==> src/rtl/gray_pkg.sv <==
// Shared definitions for the 3-bit gray counter stage and its consumers.
//   GRAY_W           width of the upstream gray code
//   INIT/TRACK/ERROR tracker state encodings (State output values)
//   gray2bin()       gray-to-binary conversion shared with the upstream counter
package gray_pkg;

   localparam int unsigned GRAY_W  = 3;
   localparam int unsigned STATE_W = 2;

   typedef logic [GRAY_W-1:0]  gray_t;
   typedef logic [STATE_W-1:0] state_t;

   localparam state_t INIT  = 2'd0;
   localparam state_t TRACK = 2'd1;
   localparam state_t ERROR = 2'd2;

   // Each binary bit is the XOR of all gray bits at and above it.
   function automatic gray_t gray2bin(input gray_t g);
      gray_t b;
      b[GRAY_W-1] = g[GRAY_W-1];
      for (int i = GRAY_W - 2; i >= 0; i--) begin
         b[i] = b[i+1] ^ g[i];
      end
      return b;
   endfunction

endpackage

==> src/rtl/gray_step_tracker_if.sv <==
// Bus between the upstream gray counter / display side and gray_step_tracker.
//   master: drives Gray, GrayOvf, Clr; observes the tracker status outputs
//   slave : the tracker itself
interface gray_step_tracker_if
   import gray_pkg::*;
#(
   parameter int unsigned CNT_W = 8
) ();

   gray_t             Gray;
   logic              GrayOvf;
   logic              Clr;
   gray_t             Bin;
   logic [CNT_W-1:0]  Count;
   logic              Step;
   logic              Wrap;
   logic              CntOvf;
   logic              Err;
   state_t            State;

   modport master (
      output Gray, GrayOvf, Clr,
      input  Bin, Count, Step, Wrap, CntOvf, Err, State
   );

   modport slave (
      input  Gray, GrayOvf, Clr,
      output Bin, Count, Step, Wrap, CntOvf, Err, State
   );

endinterface

==> src/rtl/gray_decode.sv <==
// Purely combinational 3-bit gray to binary decoder.
//   Gray  input   gray code
//   Bin   output  binary equivalent
module gray_decode
   import gray_pkg::*;
(
   input  gray_t Gray,
   output gray_t Bin
);

   assign Bin = gray2bin(Gray);

endmodule

==> src/rtl/gray_step_tracker.sv <==
// Samples the upstream gray counter every clock, checks that each change is a
// single legal +1 step, and extends it into a wide step count.
//   Clk    input  system clock, rising edge
//   Reset  input  asynchronous active-high reset
//   bus    slave  Gray/GrayOvf/Clr in; Bin/Count/Step/Wrap/CntOvf/Err/State out
module gray_step_tracker
   import gray_pkg::*;
#(
   parameter int unsigned CNT_W = 8
) (
   input logic                 Clk,
   input logic                 Reset,
   gray_step_tracker_if.slave  bus
);

   gray_t             dec;
   state_t            state_q, state_d;
   // Bin doubles as the previously accepted value: it only diverges from the
   // last accepted step in ERROR, where the previous value no longer matters.
   gray_t             bin_q, bin_d;
   logic              ovf_q, ovf_d;
   logic [CNT_W-1:0]  count_q, count_d;
   logic              step_q, step_d;
   logic              wrap_q, wrap_d;
   logic              cntovf_q, cntovf_d;
   logic              err_q, err_d;

   gray_decode u_decode (
      .Gray (bus.Gray),
      .Bin  (dec)
   );

   gray_t bin_inc;
   logic  stall, fwd, at_top, ovf_rise, ovf_ok;

   assign bin_inc  = bin_q + gray_t'(1);
   assign stall    = (dec == bin_q);
   assign fwd      = (dec == bin_inc);
   assign at_top   = (bin_q == '1);
   assign ovf_rise = bus.GrayOvf & ~ovf_q;
   // Upstream overflow may only rise together with an accepted 7->0 step.
   assign ovf_ok   = ~ovf_rise | (fwd & at_top);

   always_comb begin
      state_d  = state_q;
      bin_d    = bin_q;
      ovf_d    = bus.GrayOvf;
      count_d  = count_q;
      step_d   = 1'b0;
      wrap_d   = 1'b0;
      cntovf_d = cntovf_q;
      err_d    = err_q;

      if (bus.Clr) begin
         state_d  = INIT;
         bin_d    = dec;
         count_d  = '0;
         cntovf_d = 1'b0;
         err_d    = 1'b0;
      end else begin
         case (state_q)
            INIT: begin
               bin_d   = dec;
               state_d = TRACK;
            end
            TRACK: begin
               if (stall && ovf_ok) begin
                  // upstream stalled: hold
               end else if (fwd && ovf_ok) begin
                  step_d   = 1'b1;
                  wrap_d   = at_top;
                  bin_d    = dec;
                  count_d  = count_q + CNT_W'(1);
                  cntovf_d = cntovf_q | (count_q == '1);
               end else begin
                  state_d = ERROR;
                  err_d   = 1'b1;
                  bin_d   = dec;
               end
            end
            default: begin
               // ERROR and the unused encoding: only Bin follows the input
               bin_d = dec;
            end
         endcase
      end
   end

   always_ff @(posedge Clk or posedge Reset) begin
      if (Reset) begin
         state_q  <= INIT;
         bin_q    <= '0;
         ovf_q    <= 1'b0;
         count_q  <= '0;
         step_q   <= 1'b0;
         wrap_q   <= 1'b0;
         cntovf_q <= 1'b0;
         err_q    <= 1'b0;
      end else begin
         state_q  <= state_d;
         bin_q    <= bin_d;
         ovf_q    <= ovf_d;
         count_q  <= count_d;
         step_q   <= step_d;
         wrap_q   <= wrap_d;
         cntovf_q <= cntovf_d;
         err_q    <= err_d;
      end
   end

   assign bus.Bin    = bin_q;
   assign bus.Count  = count_q;
   assign bus.Step   = step_q;
   assign bus.Wrap   = wrap_q;
   assign bus.CntOvf = cntovf_q;
   assign bus.Err    = err_q;
   assign bus.State  = state_q;

endmodule
==> src/flat_wrapper.sv <==
// flat-port wrapper written by rule: the top's interface ports become plain ports
module gray_step_tracker_flat import gray_pkg::*;
#(
   parameter int unsigned CNT_W = 8
)
  (Clk, Reset, bus_Gray, bus_GrayOvf, bus_Clr, bus_Bin, bus_Count, bus_Step, bus_Wrap, bus_CntOvf, bus_Err, bus_State);
  gray_step_tracker_if #(.CNT_W(CNT_W)) bus_i ();
  input logic Clk;
  input logic Reset;
  input wire logic [$bits(bus_i.Gray)-1:0] bus_Gray;
  input wire logic [$bits(bus_i.GrayOvf)-1:0] bus_GrayOvf;
  input wire logic [$bits(bus_i.Clr)-1:0] bus_Clr;
  output wire logic [$bits(bus_i.Bin)-1:0] bus_Bin;
  output wire logic [$bits(bus_i.Count)-1:0] bus_Count;
  output wire logic [$bits(bus_i.Step)-1:0] bus_Step;
  output wire logic [$bits(bus_i.Wrap)-1:0] bus_Wrap;
  output wire logic [$bits(bus_i.CntOvf)-1:0] bus_CntOvf;
  output wire logic [$bits(bus_i.Err)-1:0] bus_Err;
  output wire logic [$bits(bus_i.State)-1:0] bus_State;
  assign bus_i.Gray = bus_Gray;
  assign bus_i.GrayOvf = bus_GrayOvf;
  assign bus_i.Clr = bus_Clr;
  assign bus_Bin = bus_i.Bin;
  assign bus_Count = bus_i.Count;
  assign bus_Step = bus_i.Step;
  assign bus_Wrap = bus_i.Wrap;
  assign bus_CntOvf = bus_i.CntOvf;
  assign bus_Err = bus_i.Err;
  assign bus_State = bus_i.State;
  gray_step_tracker #(.CNT_W(CNT_W)) u_core (.Clk(Clk), .Reset(Reset), .bus(bus_i));
endmodule
==> config.mk <==
export PLATFORM = sky130hd
export DESIGN_NAME = gray_step_tracker_flat
export DESIGN_NICKNAME = d
export VERILOG_FILES = /design/src/rtl/gray_pkg.sv /design/src/rtl/gray_step_tracker_if.sv /design/src/rtl/gray_decode.sv /design/src/rtl/gray_step_tracker.sv /design/src/flat_wrapper.sv
export SDC_FILE = /design/constraint.sdc
export NUM_CORES = 1
export LEC_CHECK = 0
export CAP_MARGIN = 25
export CORE_MARGIN = 3
export CORE_UTILIZATION = 64
export CTS_BUF_LIST = sky130_fd_sc_hd__clkbuf_4
export DETAILED_ROUTE_END_ITERATION = 8
export DONT_BUFFER_PORTS = 1
export PLACE_DENSITY = 0.8
export SLEW_MARGIN = 20
export SYNTH_ARGS = -nofsm -noshare
export SYNTH_HDL_FRONTEND = slang
export SYNTH_HIERARCHICAL = 1
export SYNTH_SLANG_ARGS = --single-unit
==> constraint.sdc <==
create_clock -name Clk -period 2.2 [get_ports Clk]
set_input_delay 0.33 -clock Clk [delete_from_list [all_inputs] [get_ports Clk]]
set_output_delay 0.33 -clock Clk [all_outputs]
set_load 0.01 [all_outputs]
== Word level (Yosys, flattened, before mapping) ==
Index checks and enable logic that the tools add are counted.

* Register bits: 18
* Input bits: 7
* Output and inout port bits: 17
* Logic and storage cells: 63

* Add/subtract/negate cells: 2
* Equality and inequality tests: 9
* Muxes and demuxes: 27
* Bitwise logic cells: 8
* Reduce and logical (&&, ||, !) cells: 9

{| class="wikitable"
|+ Operators with widths
! operator !! count
|-
| 2-to-1 mux 8 bit || 4
|-
| 2-to-1 mux 1 bit || 16
|-
| 2-to-1 mux 3 bit || 3
|-
| AND reduction 3 bit || 3
|-
| adder 8 x 1 -> 8 bit (second input constant) || 1
|-
| equality test 8 bit (second input constant) || 1
|-
| equality test 3 bit || 2
|-
| 2-to-1 mux 2 bit || 3
|-
| inequality test 3 bit (second input constant) || 2
|-
| inequality test 2 bit (second input constant) || 2
|-
| case mux 2 bit (2 select lines) || 1
|-
| nonzero test 2 bit || 2
|-
| adder 3 x 1 -> 3 bit (second input constant) || 1
|-
| equality test 3 bit (second input constant) || 1
|-
| nonzero test 3 bit || 1
|-
| bitwise AND 1 bit || 2
|-
| equality test 2 x 1 -> 1 bit (second input constant) || 1
|-
| logical AND 1 bit || 2
|-
| zero test 2 bit || 1
|-
| NOT 1 bit || 2
|-
| bitwise OR 1 bit || 2
|-
| bitwise XOR 1 bit || 2
|}

== Longest topological paths before layout ==
* Depth after elaboration: 10
* Gate-level depth with buffers: 7

== Cells and area by module ==
The synthesis kept the hierarchy.

{| class="wikitable"
|+ By module, submodules not included
! module !! instances !! cells an instance !! area each (um2) !! seq. area each (um2)
|-
| gray_step_tracker || 1 || 87 || 887.1 || 450.4
|-
| gray_decode || 1 || 3 || 40.0 || 0.0
|}

== Worst setup path before layout ==
OpenSTA, ideal clock, no wires.

* Path kind: reg-to-reg
* From: register u_core.bin_q[0], in the netlist u_core/bus.Bin[0]
* To: register u_core.count_q[4], in the netlist u_core/bus.Count[4]
* Setup time: 0.078 ns
* Arrival time: 1.941 ns
* Data required time: 2.122 ns
* Setup slack: 0.181 ns
* Stages on the path, launching flop included: 7
* Path buffers: 0
* Cells stage by stage: dfrtp_1 ha_1 ha_1 xnor2_1 nand4_2 or4_1 a21oi_1

* Word-level cells in the longest chain between the ends: 7
* Elaborated cells between the ends (all ways): 11
* Classes of those cells: 1 x add/sub; 4 x eq/ne; 2 x bitwise; 4 x reduce/logical

{| class="wikitable"
|+ RTL lines
! item !! RTL line !! RTL
|-
| start: declaration || gray_step_tracker.sv:20 || <nowiki>gray_t bin_q, bin_d;</nowiki>
|-
| start signal: assignment || gray_step_tracker.sv:101 || <nowiki>bin_q <= bin_d;</nowiki>
|-
| adder 3 x 1 -> 3 bit || gray_step_tracker.sv:36 || <nowiki>assign bin_inc = bin_q + gray_t'(1);</nowiki>
|-
| equality test 3 bit || gray_step_tracker.sv:38 || <nowiki>assign fwd = (dec == bin_inc);</nowiki>
|-
| bitwise AND 1 bit || gray_step_tracker.sv:42 || <nowiki>assign ovf_ok = ~ovf_rise | (fwd & at_top);</nowiki>
|-
| bitwise OR 1 bit || gray_step_tracker.sv:42 ||
|-
| logical AND 1 bit (on tied branches) || gray_step_tracker.sv:67, gray_step_tracker.sv:69 ||
|-
| inequality test 2 bit (no line) / nonzero test 2 bit (equally long branches) || - ||
|-
| AND reduction 3 bit (no line) * || - ||
|-
| end signal: assignment || gray_step_tracker.sv:103 || <nowiki>count_q <= count_d;</nowiki>
|-
| end: declaration || gray_step_tracker.sv:22 || <nowiki>logic [CNT_W-1:0] count_q, count_d;</nowiki>
|}

Mark *: on every way between the ends. The rest lies on a longest branch, timed or not.
A chain may end at the register's enable or synchronous reset.

== Final worst setup path ==
* From: register u_core.bin_q[0], in the netlist u_core/bus.Bin[0]
* To: register u_core.count_q[2], in the netlist u_core/bus.Count[2]

The elaborated chain is that of the path after synthesis.

==> impl_results.md <==
* Chip width at 44.06 um
* Detailed Route WL at 2068 um
* Clk_skew at 0.001136 ns
* CP required at 2.42 ns
* Avg Inst Size Synth at 10.30 um^2
* Critical path endpoint category: register
* Post-DR wirelength/cell at 17.83 um
* Async set-or-reset flop fraction in the synthesized netlist at 1.000
* Crit path time final at 2.153 ns
* Layout cells sized above 1 at 0.2277
* Synth Register Bits at 18
* Core Util, Final at 0.8068
* GRT overflow at 0
* First-pass GRT wire length at 3111 um
* DRT antenna net count at 0
* Maximum number of pins on one net before global-route repair at 19
* DP HPWL at 1286 um
* Most frequent cells in the layout: dfrtp_1 (18), buf_4 (14), a21oi_1 (10)
* Initial DRC Count at 45
* Max VDD drop at 0.4593 mV
* Hold/Removal Path Class: in2async
* Gpl congestion at 0.7140
* CTS Root Cell: clkbuf_4
* Starting Density at 0.6951
* Via density at 6.655
* Die area at 0.001941 mm^2
* Worst Tran Pin Value at 0.6537 ns
* Unique masters post-synth at 29
* Placed instance area at 968.4 um^2
* Post-route cell area at 0.001076 mm^2
* Finish-stage setup viols at 0
* FF-to-FF Start: u_core/bus.Bin[0]$_DFFE_PP0P_
* FF-to-FF path depth at 8
* Leakage at 0.4548 nW
* Worst R2R Setup Slack at 0.05 ns
* Reg2reg end: u_core/bus.Count[2]$_DFFE_PP0P_
* H-tree depth at 1
* Max-cap violations at 0
* Core area at 0.001334 mm^2
* Drt drc at 0
* Crit-path max FO at 8
* Die height at 44.06 um
* Worst setup path startpoint: u_core/bus.Bin[0]$_DFFE_PP0P_
* Clk buf depth at 2
* Worst setup SP type: register
* Max-slew violation count at 0
* Status: finished clean
* TritonCTS clock tree: done
* Mapped Cells at 90
* Via count at 772
* Initial antenna violation count at 0
* I/O pins at 24
* ANT cells at 0
* CTS buffer count at 3
* Hold-fix buffers, CTS at 0
* Critical path endpoint: u_core/bus.Count[2]$_DFFE_PP0P_
* Worst EP arrival at 2.37 ns
* Ys Warns at 6
* Skew-Pair Late Insertion Delay at 0.28 ns
* Synthesized cell area at 927.1 um^2
* Cell row count at 13
* Seq/Total Area, Yosys at 0.4858
* Clk pin slew, worst setup/hold paths at 0.10 ns
* Synthesis-to-layout area growth at 16.06%
* Port bufs at 0
* 1st-pass router iterations at 4
* Hold Fails Final Rpt at 0
* Slew HR at 0.5637
* Total GRT Usage at 0.2184
* EDFF count, synth at 0
* Vias in the first global route at 680
* Mapped Nets at 100
* Final Net Count at 112
* Top_reg_cell synth: dfrtp_1
* Most common cell after layout, fill and taps aside: dfrtp_1
* CP Class: reg2reg
* Max frequency at 464.4 MHz
* Power Density at 671.6 mW/mm^2
* Period utilisation layout at 0.9788
* Clk sink count at 18
[stage by stage]
step / worst slack, ns / setup TNS (ns) / hold slack (ns) / total power [mW] / std cells
after detailed placement: -0.1112 / -0.3831 / 0.3428 / 0.5198 / 105
final: 0.04671 / 0 / 0.009742 / 0.7226 / 116
after global routing: -0.02025 / -0.02025 / 0.02921 / 0.7617 / 116
after CTS: 0.008642 / 0 / 0.02707 / 0.6913 / 109
after global placement: 0.04638 / 0 / 0.3378 / 0.5137 / 105
after floorplan: 0.1807 / 0 / 0.2686 / 0.4880 / 90
[how the worst min path moves through the flow]
stage                     start                               to  slack [ns]  cells after the start
after floorplan           Reset    u_core/bus.Bin[0]$_DFFE_PP0P_        0.27                      1
after global placement    Reset  u_core/bus.Count[7]$_DFFE_PP0P_        0.34                      1
after detailed placement  Reset  u_core/bus.Count[6]$_DFFE_PP0P_        0.34                      1
after CTS                 Reset  u_core/bus.Count[6]$_DFFE_PP0P_        0.03                      1
after global routing      Reset    u_core/bus.CntOvf$_DFFE_PP0P_        0.03                      1
final                     Reset    u_core/bus.CntOvf$_DFFE_PP0P_        0.01                      1
[metal layers]
layer | share of wire | track usage
met1 | 0.42 | 0.2984
met2 | 0.49 | 0.3401
met3 | 0.089 | 0.05691
met4 | 0.0048 | 0.07229
met5 | 0 | 0
[flip-flops by register name (all words and copies together) (netlist names)]
name               flops
u_core/bus.CntOvf      1
u_core/bus.Count       8
u_core/bus.Wrap        1
u_core/bus.Step        1
u_core/bus.Bin         3
u_core/bus.State       2
u_core/bus.Err         1
u_core/ovf_q           1
[cell families (layout without fill, tap and decap cells)]
kind of cell | Yosys count | after routing | synth area share
adder cells (fa/ha/maj) | 3 | 3 | 0.04049
flip-flops | 18 | 18 | 0.4858
AND/OR/NAND/NOR | 29 | 29 | 0.1957
AO/OA/AOI/OAI | 22 | 22 | 0.1471
XOR/XNOR | 7 | 7 | 0.08232
buffers and inverters | 11 | 22 | 0.04858
[repair_timing]
action	in CTS	in global routing
endpoints found under the hold margin	0	0
setup endpoints to repair	7	6
resized for setup	2	1
setup buffers	0	7
pin swaps	1	1
[where the power goes]
group / total [mW] / leakage, nW / internal, mW / switching (mW)
Combinational: 0.178 / 0.200 / 0.0846 / 0.0938
Sequential: 0.381 / 0.239 / 0.352 / 0.0289
Clock: 0.164 / 0.0154 / 0.0659 / 0.0977
Total: 0.723 / 0.455 / 0.502 / 0.221
[final cells by class]
cell class | count | area (um^2)
Tap cell | 15 | 18.77
Clock inverter | 1 | 3.754
Timing Repair Buffer | 14 | 105.1
Fill cell | 72 | 257.7
Multi-Input combinational cell | 61 | 460.4
Inverter | 4 | 15.01
Clock buffer | 3 | 22.52
Sequential cell | 18 | 450.4
[cell usage after synthesis (all sizes together) (2+ instances only)]
cell type / number / area, um^2
a211oi: 2 / 15.01
a21oi: 10 / 50.05
clkbuf: 6 / 22.52
dfrtp: 18 / 450.4
ha: 3 / 37.54
inv: 4 / 15.01
nand2: 2 / 7.510
nand3: 3 / 15.01
nand4: 2 / 18.77
nor2: 4 / 15.01
nor2b: 2 / 12.51
nor3b: 2 / 15.01
o21ai: 3 / 15.01
o31ai: 5 / 37.54
or3: 2 / 12.51
or4: 6 / 45.04
xnor2: 2 / 17.52
xor2: 4 / 35.03
[worst max-delay path, cell delays in order (launching register included)]
cell and delay [ns]:
dfrtp_1 0.40, ha_1 0.23, ha_4 0.23, xnor2_2 0.24, nand4_4 0.18, buf_4 0.19, buf_4 0.12, or3_1 0.34
a21oi_1 0.15
No activity file was read; power rests on OpenSTA's default activity.
